## config.mk

```make
export PLATFORM = sky130hd
export DESIGN_NAME = mem_arbiter_flat
export DESIGN_NICKNAME = d
export VERILOG_FILES = /design/src/rtl/mem_arbiter_if.sv /design/src/rtl/mem_arbiter.sv /design/src/flat_wrapper.sv
export SDC_FILE = /design/constraint.sdc
export NUM_CORES = 1
export LEC_CHECK = 0
export ABC_AREA = 1
export BUFFER_PORTS_ARGS = -buffer_cell sky130_fd_sc_hd__buf_2
export CORE_AREA = 4 4 155 157
export CTS_BUF_LIST = sky130_fd_sc_hd__clkbuf_2 sky130_fd_sc_hd__clkbuf_4 sky130_fd_sc_hd__clkbuf_8
export CTS_CLUSTER_SIZE = 10
export DETAILED_ROUTE_END_ITERATION = 8
export DIE_AREA = 0 0 159 161
export SYNTH_ARGS = -nofsm -noshare
export SYNTH_HDL_FRONTEND = slang
export SYNTH_SLANG_ARGS = --single-unit
```

## constraint.sdc

```tcl
create_clock -name clk -period 2.4 [get_ports clk]
set_clock_uncertainty 0.1 [all_clocks]
set_input_delay 0.36 -clock clk [delete_from_list [all_inputs] [get_ports clk]]
set_output_delay 0.36 -clock clk [all_outputs]
set_load 0.01 [all_outputs]
```

## src/rtl/mem_arbiter_if.sv

```systemverilog
// rtl/mem_arbiter_if.sv - core fetch/data request ports and unified memory bus seen by mem_arbiter
interface mem_arbiter_if #(
  parameter int AW = 32,
  parameter int DW = 32
);
  localparam int SW = DW / 8;

  logic          i_req;
  logic [AW-1:0] i_addr;
  logic [DW-1:0] i_rdata;
  logic          i_ack;

  logic          d_req;
  logic          d_we;
  logic [SW-1:0] d_sel;
  logic [AW-1:0] d_addr;
  logic [DW-1:0] d_wdata;
  logic [DW-1:0] d_rdata;
  logic          d_ack;

  logic          m_en;
  logic          m_we;
  logic [SW-1:0] m_sel;
  logic [AW-1:0] m_addr;
  logic [DW-1:0] m_wdata;
  logic [DW-1:0] m_rdata;

  modport slave (
    input  i_req, i_addr, d_req, d_we, d_sel, d_addr, d_wdata, m_rdata,
    output i_rdata, i_ack, d_rdata, d_ack, m_en, m_we, m_sel, m_addr, m_wdata
  );

  modport master (
    output i_req, i_addr, d_req, d_we, d_sel, d_addr, d_wdata, m_rdata,
    input  i_rdata, i_ack, d_rdata, d_ack, m_en, m_we, m_sel, m_addr, m_wdata
  );
endinterface

```

## src/rtl/mem_arbiter.sv

```systemverilog
// rtl/mem_arbiter.sv - shares one fixed-latency memory between fetch and data ports; ARB_FAIR_EN enables anti-starvation
module mem_arbiter #(
  parameter int AW         = 32,
  parameter int DW         = 32,
  parameter int MEM_LAT    = 1,
  parameter int STARVE_MAX = 4
) (
  input  logic           clk,
  input  logic           rst,
  mem_arbiter_if.slave   bus,
  output logic           busy
);
  typedef enum logic [1:0] {IDLE, ISSUE, WAIT, RESP} state_t;

  state_t     state, state_n;
  logic [2:0] cnt, cnt_n;
  logic       owner_d;
  logic       grant_d;
  logic       force_i;

`ifdef ARB_FAIR_EN
  localparam int STW = $clog2(STARVE_MAX + 1);
  logic [STW-1:0] starve;

  assign force_i = (starve == STW'(STARVE_MAX)) && bus.i_req;

  always_ff @(posedge clk) begin
    if (rst) begin
      starve <= '0;
    end else if (state == IDLE && state_n == ISSUE) begin
      if (!grant_d)
        starve <= '0;
      else if (bus.i_req && starve != STW'(STARVE_MAX))
        starve <= starve + 1'b1;
    end
  end
`else
  assign force_i = 1'b0 && (STARVE_MAX > 0);
`endif

  always_comb begin
    state_n = state;
    cnt_n   = cnt;
    grant_d = 1'b0;
    case (state)
      IDLE: begin
        if (bus.d_req || bus.i_req) begin
          state_n = ISSUE;
          grant_d = bus.d_req && !force_i;
        end
      end
      ISSUE: begin
        state_n = WAIT;
        cnt_n   = 3'(MEM_LAT);
      end
      WAIT: begin
        cnt_n = cnt - 3'd1;
        if (cnt == 3'd1)
          state_n = RESP;
      end
      RESP:    state_n = IDLE;
      default: state_n = IDLE;
    endcase
  end

  // Every output is a register; the next-state decode drives their update so they line up with state.
  always_ff @(posedge clk) begin
    if (rst) begin
      state       <= IDLE;
      cnt         <= '0;
      owner_d     <= 1'b0;
      busy        <= 1'b0;
      bus.m_en    <= 1'b0;
      bus.m_we    <= 1'b0;
      bus.m_sel   <= '0;
      bus.m_addr  <= '0;
      bus.m_wdata <= '0;
      bus.i_ack   <= 1'b0;
      bus.d_ack   <= 1'b0;
      bus.i_rdata <= '0;
      bus.d_rdata <= '0;
    end else begin
      state     <= state_n;
      cnt       <= cnt_n;
      busy      <= (state_n != IDLE);
      bus.m_en  <= (state_n == ISSUE);
      bus.i_ack <= 1'b0;
      bus.d_ack <= 1'b0;
      if (state == IDLE && state_n == ISSUE) begin
        owner_d     <= grant_d;
        bus.m_addr  <= grant_d ? bus.d_addr : bus.i_addr;
        bus.m_we    <= grant_d && bus.d_we;
        bus.m_sel   <= grant_d ? bus.d_sel : '1;
        bus.m_wdata <= grant_d ? bus.d_wdata : '0;
      end
      if (state == WAIT && state_n == RESP) begin
        if (owner_d) begin
          if (!bus.m_we)
            bus.d_rdata <= bus.m_rdata;
          bus.d_ack <= 1'b1;
        end else begin
          bus.i_rdata <= bus.m_rdata;
          bus.i_ack   <= 1'b1;
        end
      end
    end
  end
endmodule

```

## src/flat_wrapper.sv

```systemverilog
// flat-port wrapper written by rule: the top's interface ports become plain ports
module mem_arbiter_flat 
#(
  parameter int AW         = 32,
  parameter int DW         = 32,
  parameter int MEM_LAT    = 1,
  parameter int STARVE_MAX = 4
)
  (clk, rst, busy, bus_i_req, bus_i_addr, bus_d_req, bus_d_we, bus_d_sel, bus_d_addr, bus_d_wdata, bus_m_rdata, bus_i_rdata, bus_i_ack, bus_d_rdata, bus_d_ack, bus_m_en, bus_m_we, bus_m_sel, bus_m_addr, bus_m_wdata);
  mem_arbiter_if #(.AW(AW), .DW(DW)) bus_i ();
  input  logic clk;
  input  logic rst;
  output logic busy;
  input wire logic [$bits(bus_i.i_req)-1:0] bus_i_req;
  input wire logic [$bits(bus_i.i_addr)-1:0] bus_i_addr;
  input wire logic [$bits(bus_i.d_req)-1:0] bus_d_req;
  input wire logic [$bits(bus_i.d_we)-1:0] bus_d_we;
  input wire logic [$bits(bus_i.d_sel)-1:0] bus_d_sel;
  input wire logic [$bits(bus_i.d_addr)-1:0] bus_d_addr;
  input wire logic [$bits(bus_i.d_wdata)-1:0] bus_d_wdata;
  input wire logic [$bits(bus_i.m_rdata)-1:0] bus_m_rdata;
  output wire logic [$bits(bus_i.i_rdata)-1:0] bus_i_rdata;
  output wire logic [$bits(bus_i.i_ack)-1:0] bus_i_ack;
  output wire logic [$bits(bus_i.d_rdata)-1:0] bus_d_rdata;
  output wire logic [$bits(bus_i.d_ack)-1:0] bus_d_ack;
  output wire logic [$bits(bus_i.m_en)-1:0] bus_m_en;
  output wire logic [$bits(bus_i.m_we)-1:0] bus_m_we;
  output wire logic [$bits(bus_i.m_sel)-1:0] bus_m_sel;
  output wire logic [$bits(bus_i.m_addr)-1:0] bus_m_addr;
  output wire logic [$bits(bus_i.m_wdata)-1:0] bus_m_wdata;
  assign bus_i.i_req = bus_i_req;
  assign bus_i.i_addr = bus_i_addr;
  assign bus_i.d_req = bus_d_req;
  assign bus_i.d_we = bus_d_we;
  assign bus_i.d_sel = bus_d_sel;
  assign bus_i.d_addr = bus_d_addr;
  assign bus_i.d_wdata = bus_d_wdata;
  assign bus_i.m_rdata = bus_m_rdata;
  assign bus_i_rdata = bus_i.i_rdata;
  assign bus_i_ack = bus_i.i_ack;
  assign bus_d_rdata = bus_i.d_rdata;
  assign bus_d_ack = bus_i.d_ack;
  assign bus_m_en = bus_i.m_en;
  assign bus_m_we = bus_i.m_we;
  assign bus_m_sel = bus_i.m_sel;
  assign bus_m_addr = bus_i.m_addr;
  assign bus_m_wdata = bus_i.m_wdata;
  mem_arbiter #(.AW(AW), .DW(DW), .MEM_LAT(MEM_LAT), .STARVE_MAX(STARVE_MAX)) u_core (.clk(clk), .rst(rst), .bus(bus_i), .busy(busy));
endmodule
```

==> summary.md <==
| Metric | Value |
|---|---|
| Initial antenna violation count | 1 |
| Post-synth ARST share | 0 |
| Slew at the pin closest to its max-slew limit | 0.583 ns |
| CP Capture Type | flip-flop |
| CTS resizes | 0 |
| Total die area | 25600 sq um |
| Dpl hpwl | 13.6 mm |
| Finish-stage setup viols | 0 |
| DRC Markers | 0 |
| WS Path Type | reg2reg |
| GRT Total Usage | 0.145 |
| Inserted Clock Buffers | 17 |
| Max Transition Viols Final | 0 |
| CTS H-tree depth | 4 |
| Post-synth top cells | nand2_1, dfxtp_1, a21oi_1, nor2_1, nand4_1 |
| Worst slew margin | 0.611 |
| Fin crit period | 1.97 ns |
| Remaining Overflow, GRT | 0 |
| Area Overhead vs Synth | 34.3% |
| Fmax | 508 MHz |
| Cells along the critical path | inv_1 -> ha_1 -> nor2_1 -> nand2_1 -> nand2_1 -> nand2_1 -> nand2_2 -> buf_4 -> nand3_1 -> nor2_1 -> nor2_1 |
| Final Util | 0.346 |
| Yosys warns | 0 |
| Cts hold-fix bufs | 0 |
| DR vias | 6007 |
| Top sig layer | met5 |
| CTS root buffer | clkbuf_8 |
| Critical Path Max Stage Delay | 0.35 ns |
| CTS tree | yes |
| Top-count cell post-synth | nand2_1 |
| Cells after DPL | 1331 |
| Critical path launch point type | flip-flop |
| Fin crit share | 0.821 |
| Final hold vios | 0 |
| Synth area leader | dfxtp_1 |
| RSZ-0062 raised after global routing | false |
| # IOs | 274 |
| Avg WL per Cell | 14.1 um |
| Syn Std Cell Area | 5790 sq um |
| Die height | 161 um |
| Via/cell ratio | 4.41 |
| Routed WL | 19.2 mm |
| Met1 Wirelength | 8.47 mm |
| Routed Antenna Nets | 0 |
| Syn avg cell area | 7.10 sq um |
| Clock transition at path regs | 0.07 ns |
| Largest net degree at the start of global routing | 107 |
| Port Buffers | 273 |
| Cells after synthesis | 816 |
| Post-synth net total | 957 |
| Critical Path Slowest Stage Cell | buf_4 |
| Die W | 159 um |
| Post-CTS Setup Bufs | 0 |
| Number of global-route vias before repair | 5742 |
| Placeable core region | 22500 sq um |
| Primary FF master, synth | dfxtp_1 |
| Hold WC Path Type | in2reg |
| Final std cells w/o fill | 1361 |
| LEAKAGE | 3.93 nW |
| Total clock sinks | 143 |
| FF+latch count, synth | 143 |
| Total power | 6.80 mW |
| Initial Util | 0.257 |
| Max Cap Violations | 0 |
| # rows | 55 |
| WP data arrival | 2.20 ns |
| N_diodes | 0 |
| TNS Setup | 0 ns |
| Seq/Total Area, Yosys | 0.494 |
| Post-synth top area share | 0.494 |
| Number of synthesized flops with an enable pin | 0 |
| DRT iter0 DRCs | 291 |
| Insertion delay to the later sink of the worst-skew pair | 0.43 ns |
| Outcome | finished clean |
| Share of cells above drive strength 1 | 0.305 |
| Req. time, crit path | 2.63 ns |
| Power Dens Cells | 873 nW/um^2 |
| Wire length on met2 | 8.76 mm |
| Largest cells by area after synthesis | dfxtp_1, nand2_1, a21oi_1 |
| WL met3 | 1.47 mm |
| Worst vdd ir | 0.469 mV |
| Placer Congestion | 0.783 |
| NumNets Final | 1206 |
| First-pass GRT wire length | 30.1 mm |
| Yosys cell types | 23 |
| Crit path max fanout | 33 |
| TritonRoute pass-1 iters | 4 |
| CTS Buffer Depth | 2 |
## final cells by class
type / count / area (sq um)
repair buffers: 291 / 1530
flip-flops and latches: 143 / 2860
fillers: 2476 / 14700
clock inverters: 5 / 56.3
inverters: 48 / 180
clock buffers: 25 / 319
well taps: 285 / 357
multi-input cells: 564 / 2480
## critical path: cells and delay by family (launching register included)
kind,cells,cell delay [ns]
buffers and inverters,2,0.42
AND/OR/NAND/NOR,8,0.82
flip-flops,1,0.31
adder cells (fa/ha/maj),1,0.21
## metal layers
metal / GRT usage / vias to the layer above
li1: - / 3112
met1: 0.180 / 2638
met2: 0.238 / 227
met3: 0.0462 / 28
met4: 0.0525 / 2
met5: 0 / -
## layout by cell type, fill, tap and decap left out, drive strengths merged
| master | Yosys | layout |
|---|---|---|
| a2bb2oi | 1 | 1 |
| nand2 | 306 | 306 |
| nor2 | 78 | 78 |
| o21bai | 1 | 1 |
| clkinv | 1 | 4 |
| nor4 | 1 | 1 |
| clkinvlp | 0 | 1 |
| o21ai | 1 | 1 |
| inv | 47 | 47 |
| nor3 | 1 | 1 |
| clkbuf | 27 | 25 |
| nand3 | 3 | 3 |
| a21oi | 101 | 101 |
| buf | 34 | 291 |
| a311oi | 1 | 1 |
| nand4 | 66 | 66 |
| bufinv | 0 | 1 |
| dfxtp | 143 | 143 |
| ha | 4 | 4 |
## final timing paths
path,startpoint,end,slack [ns],cells past startpoint
min reg2reg,u_core.bus.i_rdata[15],u_core.bus.i_rdata[15],0.36,2
max,u_core.state[0],u_core.bus.m_sel[1],0.43,11
max reg2reg,u_core.state[0],u_core.bus.m_sel[1],0.43,11
min,bus_d_sel[3],u_core.bus.m_sel[3],0.05,3
## power breakdown
group | internal [mW] | total (mW) | switching [mW]
sequential | 2.66 | 2.81 | 0.143
clock | 0.965 | 1.87 | 0.904
combinational | 0.692 | 2.12 | 1.43
total | 4.32 | 6.80 | 2.48
## state kept, by name, summed over array words and instances, names as in the netlist
register,count
u_core.bus.d_ack,1
u_core.bus.d_rdata,32
u_core.bus.i_ack,1
u_core.bus.i_rdata,32
u_core.bus.m_addr,32
u_core.bus.m_en,1
u_core.bus.m_sel,4
u_core.bus.m_wdata,32
u_core.bus.m_we,1
u_core.busy,1
u_core.cnt,3
u_core.owner_d,1
u_core.state,2
## metrics by stage
stage,setup slack [ns],instance area [sq um],hold slack (ns)
2_1_floorplan,0.715,5790,0.346
6_report,0.430,7780,0.0530
4_1_cts,0.398,7780,0.00193
3_5_place_dp,0.411,7410,0.350
5_1_grt,0.200,7780,0.0245
3_3_place_gp,0.430,7410,0.345
## logic make-up (layout without fill, tap and decap cells)
family | Yosys count | in the layout | share of synthesized area
and+or+nand+nor | 455 | 455 | 0.327
DFF | 143 | 143 | 0.494
buffers and inverters | 109 | 369 | 0.0780
AOI/OAI and AO/OA | 105 | 105 | 0.0924
adders and majority gates | 4 | 4 | 0.00864
No activity file was read; power rests on OpenSTA's default activity.
